[src/rtl/prefetch_stage_pkg.sv]
// ---------------------------------------------------------------------------
// prefetch_stage_pkg
// Shared CPU types and constants for the prefetch stage:
//   virt_t                  - 32-bit virtual address
//   exception_t             - exception record carried with each fetch slot
//   prefetch_to_fetch_bus_t - one fetch slot {valid, pc, exception}
//   pfs_state_e             - prefetch FSM states
//   PFS_RESET_PC, EXC_ADEL  - reset PC and AdEL exception code
//   PFS_KSEG_CHECK          - 1 when PFS_KSEG_CHECK_EN is defined, else 0
// Optional feature macro: PFS_KSEG_CHECK_EN (user-mode access to kseg -> AdEL).
// ---------------------------------------------------------------------------
package prefetch_stage_pkg;

  typedef logic [31:0] virt_t;

  localparam virt_t      PFS_RESET_PC = 32'hBFC0_0000;
  localparam logic [4:0] EXC_ADEL     = 5'h04;

`ifdef PFS_KSEG_CHECK_EN
  localparam bit PFS_KSEG_CHECK = 1'b1;
`else
  localparam bit PFS_KSEG_CHECK = 1'b0;
`endif

  typedef struct packed {
    logic       ex;
    logic       bd;
    logic       tlb_refill;
    logic [4:0] exccode;
    virt_t      badvaddr;
    virt_t      epc;
  } exception_t;

  typedef struct packed {
    logic       valid;
    virt_t      pc;
    exception_t exception;
  } prefetch_to_fetch_bus_t;

  typedef enum logic {
    S_BOOT = 1'b0,
    S_RUN  = 1'b1
  } pfs_state_e;

  // Base address of the 8-byte fetch pair containing pc.
  function automatic virt_t pair_base(input virt_t pc);
    return {pc[31:3], 3'b000};
  endfunction

endpackage

[src/rtl/prefetch_stage_if.sv]
// ---------------------------------------------------------------------------
// prefetch_stage_if
// Handshake and bus signals between the prefetch stage, the fetch queue and
// the ICache address port.
//   fs_allowin             - fetch queue can accept one pair
//   pfs_to_valid           - pair on bus1/bus2 transfers this cycle
//   prefetch_to_fetch_bus1 - slot 0 (pc & ~7)
//   prefetch_to_fetch_bus2 - slot 1 (pc & ~7 | 4)
//   icache_req/icache_addr - ICache address request (8-byte aligned)
//   icache_addr_ok         - ICache accepted the request this cycle
// Handshake: a pair transfers in exactly the cycle pfs_to_valid=1. With a
// valid request, that is icache_req && icache_addr_ok in the same cycle;
// icache_req may be withdrawn before addr_ok and then nothing transfers.
// Modports: master = prefetch stage, slave = fetch queue / ICache side.
// ---------------------------------------------------------------------------
interface prefetch_stage_if;
  import prefetch_stage_pkg::*;

  logic                   fs_allowin;
  logic                   pfs_to_valid;
  prefetch_to_fetch_bus_t prefetch_to_fetch_bus1;
  prefetch_to_fetch_bus_t prefetch_to_fetch_bus2;
  logic                   icache_req;
  virt_t                  icache_addr;
  logic                   icache_addr_ok;

  modport master (
    input  fs_allowin, icache_addr_ok,
    output pfs_to_valid, prefetch_to_fetch_bus1, prefetch_to_fetch_bus2,
           icache_req, icache_addr
  );

  modport slave (
    output fs_allowin, icache_addr_ok,
    input  pfs_to_valid, prefetch_to_fetch_bus1, prefetch_to_fetch_bus2,
           icache_req, icache_addr
  );
endinterface

[src/rtl/prefetch_stage_addr_check.sv]
// ---------------------------------------------------------------------------
// pfs_addr_check
// Combinational fetch-address error detection.
//   i_pc_lo      - pc[1:0]; non-zero means a misaligned instruction fetch
//   i_pc_msb     - pc[31]; set for kseg addresses
//   i_user_mode  - CP0 user mode (only meaningful with PFS_KSEG_CHECK_EN)
//   o_addr_error - raise AdEL for this pair
// Macro: PFS_KSEG_CHECK_EN also flags user-mode fetches from kseg.
// ---------------------------------------------------------------------------
module pfs_addr_check
  import prefetch_stage_pkg::*;
(
  input  logic [1:0] i_pc_lo,
  input  logic       i_pc_msb,
  input  logic       i_user_mode,
  output logic       o_addr_error
);
  logic w_misaligned;
  logic w_kseg_violation;

  assign w_misaligned     = (i_pc_lo != 2'b00);
  // Folds to 0 when the kseg check is compiled out, so user_mode has no effect.
  assign w_kseg_violation = PFS_KSEG_CHECK && i_user_mode && i_pc_msb;
  assign o_addr_error     = w_misaligned || w_kseg_violation;
endmodule

[src/rtl/prefetch_stage.sv]
// ---------------------------------------------------------------------------
// prefetch_stage
// Generates the fetch PC stream, issues aligned 8-byte ICache requests and
// hands each accepted pair to the fetch queue.
// Ports:
//   clk, reset          - clock, synchronous active-high reset
//   flush/flush_target  - commit flush (highest priority) and restart PC
//   br_redirect/_target - BPU predicted-taken redirect
//   user_mode           - CP0 user mode (used only with PFS_KSEG_CHECK_EN)
//   pfs_if              - fetch queue + ICache handshake (master modport)
//   o_dbg_state         - current FSM state
// Macro: PFS_KSEG_CHECK_EN (user-mode kseg fetch raises AdEL).
// ---------------------------------------------------------------------------
module prefetch_stage
  import prefetch_stage_pkg::*;
(
  input  logic       clk,
  input  logic       reset,
  input  logic       flush,
  input  virt_t      flush_target,
  input  logic       br_redirect,
  input  virt_t      br_redirect_target,
  input  logic       user_mode,
  prefetch_stage_if.master pfs_if,
  output pfs_state_e o_dbg_state
);
  pfs_state_e r_state;
  pfs_state_e w_next_state;
  virt_t      pc_r;
  virt_t      w_next_pc;
  logic       w_addr_error;
  logic       w_run;
  logic       w_go;
  logic       w_icache_req;
  logic       w_pfs_to_valid;
  exception_t w_exc;

  pfs_addr_check u_addr_check (
    .i_pc_lo      (pc_r[1:0]),
    .i_pc_msb     (pc_r[31]),
    .i_user_mode  (user_mode),
    .o_addr_error (w_addr_error)
  );

  always_ff @(posedge clk) begin
    if (reset) begin
      r_state <= S_BOOT;
      pc_r    <= PFS_RESET_PC;
    end else begin
      r_state <= w_next_state;
      pc_r    <= w_next_pc;
    end
  end

  always_comb begin
    w_next_state = r_state;
    case (r_state)
      S_BOOT:  w_next_state = S_RUN;
      S_RUN:   w_next_state = S_RUN;
      default: w_next_state = S_BOOT;
    endcase
  end

  always_comb begin
    w_run          = 1'b0;
    w_go           = 1'b0;
    w_icache_req   = 1'b0;
    w_pfs_to_valid = 1'b0;
    w_exc          = '0;
    w_next_pc      = pc_r;

    // Outputs stay quiet while reset is asserted, even before the edge that
    // actually returns the FSM to S_BOOT.
    w_run = (r_state == S_RUN) && !reset;
    w_go  = w_run && pfs_if.fs_allowin && !flush;

    // An errored pair needs no ICache data; it is handed over directly.
    w_icache_req   = w_go && !w_addr_error;
    w_pfs_to_valid = (w_icache_req && pfs_if.icache_addr_ok) || (w_go && w_addr_error);

    if (w_addr_error) begin
      w_exc.ex       = 1'b1;
      w_exc.exccode  = EXC_ADEL;
      w_exc.badvaddr = pc_r;
    end

    // Redirect may coincide with a transfer: the current pair still goes out.
    if (flush)               w_next_pc = flush_target;
    else if (br_redirect)    w_next_pc = br_redirect_target;
    else if (w_pfs_to_valid) w_next_pc = {pc_r[31:3] + 29'd1, 3'b000};
    else                     w_next_pc = pc_r;
  end

  always_comb begin
    pfs_if.prefetch_to_fetch_bus1 = '0;
    pfs_if.prefetch_to_fetch_bus2 = '0;
    if (w_run) begin
      pfs_if.prefetch_to_fetch_bus1.valid     = !pc_r[2];
      pfs_if.prefetch_to_fetch_bus1.pc        = pair_base(pc_r);
      pfs_if.prefetch_to_fetch_bus1.exception = w_exc;
      pfs_if.prefetch_to_fetch_bus2.valid     = 1'b1;
      pfs_if.prefetch_to_fetch_bus2.pc        = {pc_r[31:3], 3'b100};
      pfs_if.prefetch_to_fetch_bus2.exception = w_exc;
    end
  end

  assign pfs_if.icache_req   = w_icache_req;
  assign pfs_if.icache_addr  = pair_base(pc_r);
  assign pfs_if.pfs_to_valid = w_pfs_to_valid;
  assign o_dbg_state         = r_state;
endmodule

[src/flat_wrapper.sv]
// flat-port wrapper written by rule: the top's interface ports become plain ports
module prefetch_stage_flat import prefetch_stage_pkg::*;
  (clk, reset, flush, flush_target, br_redirect, br_redirect_target, user_mode, o_dbg_state, pfs_if_fs_allowin, pfs_if_icache_addr_ok, pfs_if_pfs_to_valid, pfs_if_prefetch_to_fetch_bus1, pfs_if_prefetch_to_fetch_bus2, pfs_if_icache_req, pfs_if_icache_addr);
  prefetch_stage_if pfs_if_i ();
  input  logic clk;
  input  logic reset;
  input  logic flush;
  input  virt_t flush_target;
  input  logic br_redirect;
  input  virt_t br_redirect_target;
  input  logic user_mode;
  output pfs_state_e o_dbg_state;
  input wire logic [$bits(pfs_if_i.fs_allowin)-1:0] pfs_if_fs_allowin;
  input wire logic [$bits(pfs_if_i.icache_addr_ok)-1:0] pfs_if_icache_addr_ok;
  output wire logic [$bits(pfs_if_i.pfs_to_valid)-1:0] pfs_if_pfs_to_valid;
  output wire logic [$bits(pfs_if_i.prefetch_to_fetch_bus1)-1:0] pfs_if_prefetch_to_fetch_bus1;
  output wire logic [$bits(pfs_if_i.prefetch_to_fetch_bus2)-1:0] pfs_if_prefetch_to_fetch_bus2;
  output wire logic [$bits(pfs_if_i.icache_req)-1:0] pfs_if_icache_req;
  output wire logic [$bits(pfs_if_i.icache_addr)-1:0] pfs_if_icache_addr;
  assign pfs_if_i.fs_allowin = pfs_if_fs_allowin;
  assign pfs_if_i.icache_addr_ok = pfs_if_icache_addr_ok;
  assign pfs_if_pfs_to_valid = pfs_if_i.pfs_to_valid;
  assign pfs_if_prefetch_to_fetch_bus1 = pfs_if_i.prefetch_to_fetch_bus1;
  assign pfs_if_prefetch_to_fetch_bus2 = pfs_if_i.prefetch_to_fetch_bus2;
  assign pfs_if_icache_req = pfs_if_i.icache_req;
  assign pfs_if_icache_addr = pfs_if_i.icache_addr;
  prefetch_stage u_core (.clk(clk), .reset(reset), .flush(flush), .flush_target(flush_target), .br_redirect(br_redirect), .br_redirect_target(br_redirect_target), .user_mode(user_mode), .pfs_if(pfs_if_i), .o_dbg_state(o_dbg_state));
endmodule
[config.mk]
export PLATFORM = sky130hd
export DESIGN_NAME = prefetch_stage_flat
export DESIGN_NICKNAME = d
export VERILOG_FILES = /design/src/rtl/prefetch_stage_pkg.sv /design/src/rtl/prefetch_stage_if.sv /design/src/rtl/prefetch_stage_addr_check.sv /design/src/rtl/prefetch_stage.sv /design/src/flat_wrapper.sv
export SDC_FILE = /design/constraint.sdc
export NUM_CORES = 1
export LEC_CHECK = 0
export CAP_MARGIN = 20
export CORE_AREA = 5 5 121 123
export CTS_BUF_LIST = sky130_fd_sc_hd__clkbuf_8 sky130_fd_sc_hd__clkbuf_16
export DETAILED_ROUTE_END_ITERATION = 12
export DIE_AREA = 0 0 126 128
export PLACE_DENSITY = 0.74
export SLEW_MARGIN = 5
export SYNTH_ARGS = -nofsm -noshare
export SYNTH_HDL_FRONTEND = slang
export SYNTH_HIERARCHICAL = 1
export SYNTH_SLANG_ARGS = --single-unit
[constraint.sdc]
create_clock -name clk -period 6.6 [get_ports clk]
set_clock_uncertainty 0.2 [all_clocks]
set_input_delay 1.65 -clock clk [delete_from_list [all_inputs] [get_ports clk]]
set_output_delay 1.65 -clock clk [all_outputs]
set_load 0.05 [all_outputs]
==> results.cfg <==
[floorplan]
dieArea_mm2 = 0.0161
io_pins = 316
rows = 43
die_y_um = 128
initial_core_util_pct = 29.9
die_width_um = 126
core_area_mm2 = 0.0136

[synthesis]
synth_top_family_by_area = buffers and inverters
ys_seq_area_share_pct = 16.3
async_reset_ff_share_pct = 0
synth-main-ff-cell = dfxtp_1
synthMuxAreaShare_pct = 1.24
synth_area_mm2 = 0.00405
synth_compound_area_share_pct = 16.6
synth-xor-area-share_pct = 1.30
synth_edf_count = 0
synthAdderAreaFrac_pct = 0.309
yosys-top-cells-area = buf_4 (33%), dfxtp_1 (16%), and3_1 (5.4%), and2_1 (4.5%), a21oi_1 (3.1%)
synth_commonest_cells = buf_4 (180), and3_1 (35), dfxtp_1 (33), and2_1 (29), a21oi_1 (25)
synthSimpleGateAreaFrac_pct = 26.6
synth_seq_cells = 33
synth_area_per_cell_um2 = 7.49
ys_types = 62
synth_area_leader_cell = buf_4
postSynthCellCount = 541
synthMostInstantiatedCell = buf_4
yosys.area.top_type_share_pct = 33.4
yosys_warnings = 6

[timing]
report.final.slew_viol_count = 0
period_minus_slack_ps = 5630
timing.fmax_mhz = 178
worst_slew_pin_slew_ps = 1040
setup_ws_ps = 971
rsz0062_at_grt = no
layout_worst_path_cycle_share_pct = 85.3
maxSlewHeadroom_pct = 30.7
timing.hold.ws_ps = 357
setup_tns_ps = 0
hold_viol = 0
finalSetupViolCount = 0

[power_and_ir_drop]
powerDensity_mw_per_mm2 = 182
leakage_nw = 2.41
ir_drop_v = 0.0000917
total_power_w = 0.000985

[worst_hold_path]
hold_start = u_core/pc_r[4]
holdPathEnd = u_core/pc_r[4]
hold_path.class = reg2reg
min_path_cells = 2

[cells_and_area]
multi_input_area_mm2 = 0.00219
drive_gt1_share_pct = 18.4
layout.nets = 730
fillers = 1408
area_growth_pct = 34.0
regArea_um2 = 661
antennaDiodeCount = 0

[setup_path]
rr_endpoint = u_core/pc_r[19]
cp-startpoint = reset
critPathCaptureType = primary output
cp.arrival_ps = 3780
r2r-start = u_core/pc_r[1]
crit_required_ps = 4750
worstPathMaxFanout = 35
timing.reg2reg.setup_slack_ps = 3640
worstSetupStartpointType = primary input
critPathKind = in2out
reg2reg_depth = 7

[clock_tree]
ctsHoldBuffers = 0
htree_levels = 2
clk_pin_slew_worst_paths_ps = 60
insertion_delay_ps = 270
ctsResizeCount = 0
clockBufferDepth = 2
cts-root-buf = clkbuf_16
postCtsSetupBuffers = 0
cts.sinks = 33
cts_tree = built
cts-buffers-inserted = 5

[route]
ant_nets = 0
vias_per_cell = 4.77
drt_iter0_markers = 254
drt_pass1_iterations = 4
vias = 4002
finalWirelength_mm = 15.4
drc = 0
routedWlPerCell_um = 18.4

[place]
dp_hpwl_mm = 11.8
place_ws_ps = 984
gp_congestion = 0.840
io_buffers = 230

[global_routing]
grt_max_degree = 37
track_usage_pct = 17.3
grt_pass1_wl_mm = 21.9
grt_pass1_vias = 3653
grt_remaining_overflow = 0
antenna_found_initial = 1

[flow_run]
maxCapViolCount = 0

[status]
status = finished, final reports clean
==> logic make-up after synthesis <==
| kind of cell | after synthesis |
|---|---|
| buf+inv | 220 |
| simple gates | 175 |
| compound gates | 100 |
| flops | 33 |
| xor+xnor | 6 |
| mux | 5 |
| fa+ha+maj | 1 |
| other cells | 1 |
==> state kept, by name, summed over array words and instances (netlist names) <==
| name | cells |
|---|---|
| u_core/pc_r | 32 |
| u_core/o_dbg_state | 1 |
==> worst max path at each step <==
stage	to	cells past startpoint
2_1_floorplan	pfs_if_prefetch_to_fetch_bus1[71]	6
3_3_place_gp	pfs_if_prefetch_to_fetch_bus1[40]	4
3_5_place_dp	pfs_if_prefetch_to_fetch_bus1[40]	4
4_1_cts	pfs_if_prefetch_to_fetch_bus1[40]	4
5_1_grt	pfs_if_prefetch_to_fetch_bus2[37]	4
6_report	pfs_if_prefetch_to_fetch_bus2[39]	4
==> power by group <==
part	switching, W	internal (W)
registers	0.0000313	0.000215
clock network	0.0000890	0.000160
logic	0.000351	0.000139
==> stage by stage <==
step	area, µm²	instances	util, %
2_1_floorplan	4360	624	-
3_3_place_gp	5260	830	38.8
3_5_place_dp	5260	830	38.8
4_1_cts	5420	838	39.9
5_1_grt	5430	839	40.0
6_report	5430	839	40.0
==> per-layer routing <==
metal	track usage (%)	part of all wire (%)	vias to the layer above	wire length, µm
li1	-	-	1882	-
met1	22.8	40	1869	6210
met2	29.6	49	237	7510
met3	3.67	10	12	1570
met4	3.03	0.73	2	112
met5	0	0.084	-	13
==> placed cells by master, fill, tap and decap left out, types with 8 or more instances in the layout <==
cell type,synthesis,layout
dfxtp_1,33,33
nor2_1,24,24
buf_4,180,93
nand4_1,15,15
and2_1,29,29
inv_1,8,8
and3_1,35,35
nor3_1,10,10
clkdlybuf4s50_1,0,143
nand3_1,9,9
a21oi_1,25,25
conb_1,1,84
o22ai_1,13,13
nand2_1,16,16
o21ai_0,15,15
==> worst max-delay path, stage by stage <==
cell and delay, ps:
clkdlybuf4s50_1 460, nor2b_4 570, and3_1 270, clkdlybuf4s50_1 810
==> layout make-up <==
class,count,share of cell area [%]
flip-flops and latches,33,12.2
inverters,9,0.623
clock buffers,7,2.81
clock inverters,1,0.0922
multi-input cells,371,40.3
well taps,180,4.15
repair buffers,238,39.8
No activity file was read; power rests on OpenSTA's default activity.
==> edit: new RTL, same settings <==
Register the output `o_dbg_state` once more, without a reset; this adds one clock of latency there. The other outputs are not delayed to match.
--- a/src/rtl/prefetch_stage.sv
+++ b/src/rtl/prefetch_stage.sv
@@ -107,6 +107,8 @@
   assign pfs_if.icache_req   = w_icache_req;
   assign pfs_if.icache_addr  = pair_base(pc_r);
   assign pfs_if.pfs_to_valid = w_pfs_to_valid;
-  assign o_dbg_state         = r_state;
+  always_ff @(posedge clk) begin
+    o_dbg_state <= r_state;
+  end
 endmodule
 
Function: changed (a bounded check fails within 4 cycles, from zero or initial values and one cycle with reset high).
==> edit against the original RTL <==
  * Design area is 28% higher
  * Total power up 8.0%
  * Synthesized area increased by 0.49%
  * Setup slack improved by 0.0081 ns
  * Sequential cell count rose by 1
  * Critical endpoint is now pfs_if_icache_req
  * Synthesized cell count increased by 0.18%
  * Largest cell class is now non-clock buffers
  * Routed wire length increased by 6.9%
  * Sequential power grew 3%
  * Highest routed layer is now met4
  * Critical path type unchanged
  * Critical path depth is the same
==> edit: results (changes against the original RTL) <==
vias in the first global route - 3925 (was 3653)
Nets - 733 (was 730)
vias per cell - 4.87 (was 4.77)
Mapped Cells - 542 (was 541)
Placed Area - 6810 um2 (was 5260 um2)
vias post-DR - 4097 (was 4002)
post-synthesis sequential area ratio - 16.7% (was 16.3%)
pin count of the biggest net entering global routing - 41 (was 37)
initial DRC count - 284 (was 254)
gr usage total - 18.8% (was 17.3%)
post-place setup slack - 0.948 ns (was 0.984 ns)
First-pass DRT Iterations - 5 (was 4)
Data arrival, critical path - 3.77 ns (was 3.78 ns)
outcome - finished clean (unchanged)
post-synthesis async set-or-reset flop share - 0% (unchanged)
Worst VDD drop - 0.0910 mV (was 0.0917 mV)
Area contributors post-synth - buf_4, dfxtp_1, and3_1, and2_1, a21oi_1 (unchanged)
Detail Placement HPWL - 13.0 mm (was 11.8 mm)
Final Wtd Congestion - 0.835 (was 0.840)
filler cell count - 1253 (was 1408)
met3 WL - 1.42 mm (was 1.57 mm)
Slew @ Worst Pin - 0.877 ns (was 1.04 ns)
first-pass GRT wire length - 23.9 mm (was 21.9 mm)
Met2 Routed Length - 8.41 mm (was 7.51 mm)
DR WL/cell - 19.6 um (was 18.4 um)
Post-synth top cells - buf_4, and3_1, dfxtp_1, and2_1, a21oi_1 (unchanged)
leakage power - 2.90 nW (was 2.41 nW)
placed cells - 833 (was 830)
largest registers - u_core/pc_r x32, u_core/o_dbg_state x1, u_core/r_state x1
Crit Path Max Fanout - 12 (was 35)
ratio of cells with drive above 1 in the final layout - 24.9% (was 18.4%)
-- edit: path summary, 6_finish.rpt --
check / from / to / slack, ns / cells after the start
min reg2reg: u_core/r_state$_DFF_P_ / u_core/o_dbg_state$_DFF_P_ / 0.21 / 0
max: reset / pfs_if_icache_req / 0.98 / 4
max reg2reg: u_core/pc_r[1]$_SDFFE_PP0P_ / u_core/pc_r[14]$_SDFFE_PP0P_ / 3.81 / 9
min: u_core/r_state$_DFF_P_ / u_core/o_dbg_state$_DFF_P_ / 0.21 / 0
-- edit: cell families (layout without fill, tap and decap cells) --
logic type | Yosys count | count (layout) | share of synthesized area, %
AND/OR/NAND/NOR | 175 | 175 | 26.5
AO/OA/AOI/OAI | 100 | 100 | 16.5
flip-flops | 34 | 34 | 16.7
buffers and inverters | 220 | 257 | 37.3
adder cells (fa/ha/maj) | 1 | 1 | 0.307
other | 1 | 84 | 0.0921
XOR/XNOR | 6 | 6 | 1.29
multiplexers | 5 | 5 | 1.23
-- edit: final cells by class --
cell class	count	area (um2)	share of cell area (%)
clock buffers	6	139	1.99
clock inverters	2	8.76	0.126
inverters	9	33.8	0.485
multi-input cells	371	2190	31.4
flip-flops and latches	34	681	9.77
well taps	180	225	3.23
repair buffers	240	3690	53.0
-- edit: per-layer routing --
layer | up-vias | global-route usage [%]
li1 | 1881 | -
met1 | 1954 | 23.3
met2 | 250 | 33.6
met3 | 12 | 4.46
met4 | 0 | 3.15
met5 | - | 0
-- edit: report_power, final --
part / leakage [nW] / total, mW / switching [mW] / internal, mW
sequential: 0.283 / 0.254 / 0.0324 / 0.222
clock: 0.0780 / 0.234 / 0.0863 / 0.148
combinational: 2.54 / 0.575 / 0.369 / 0.206
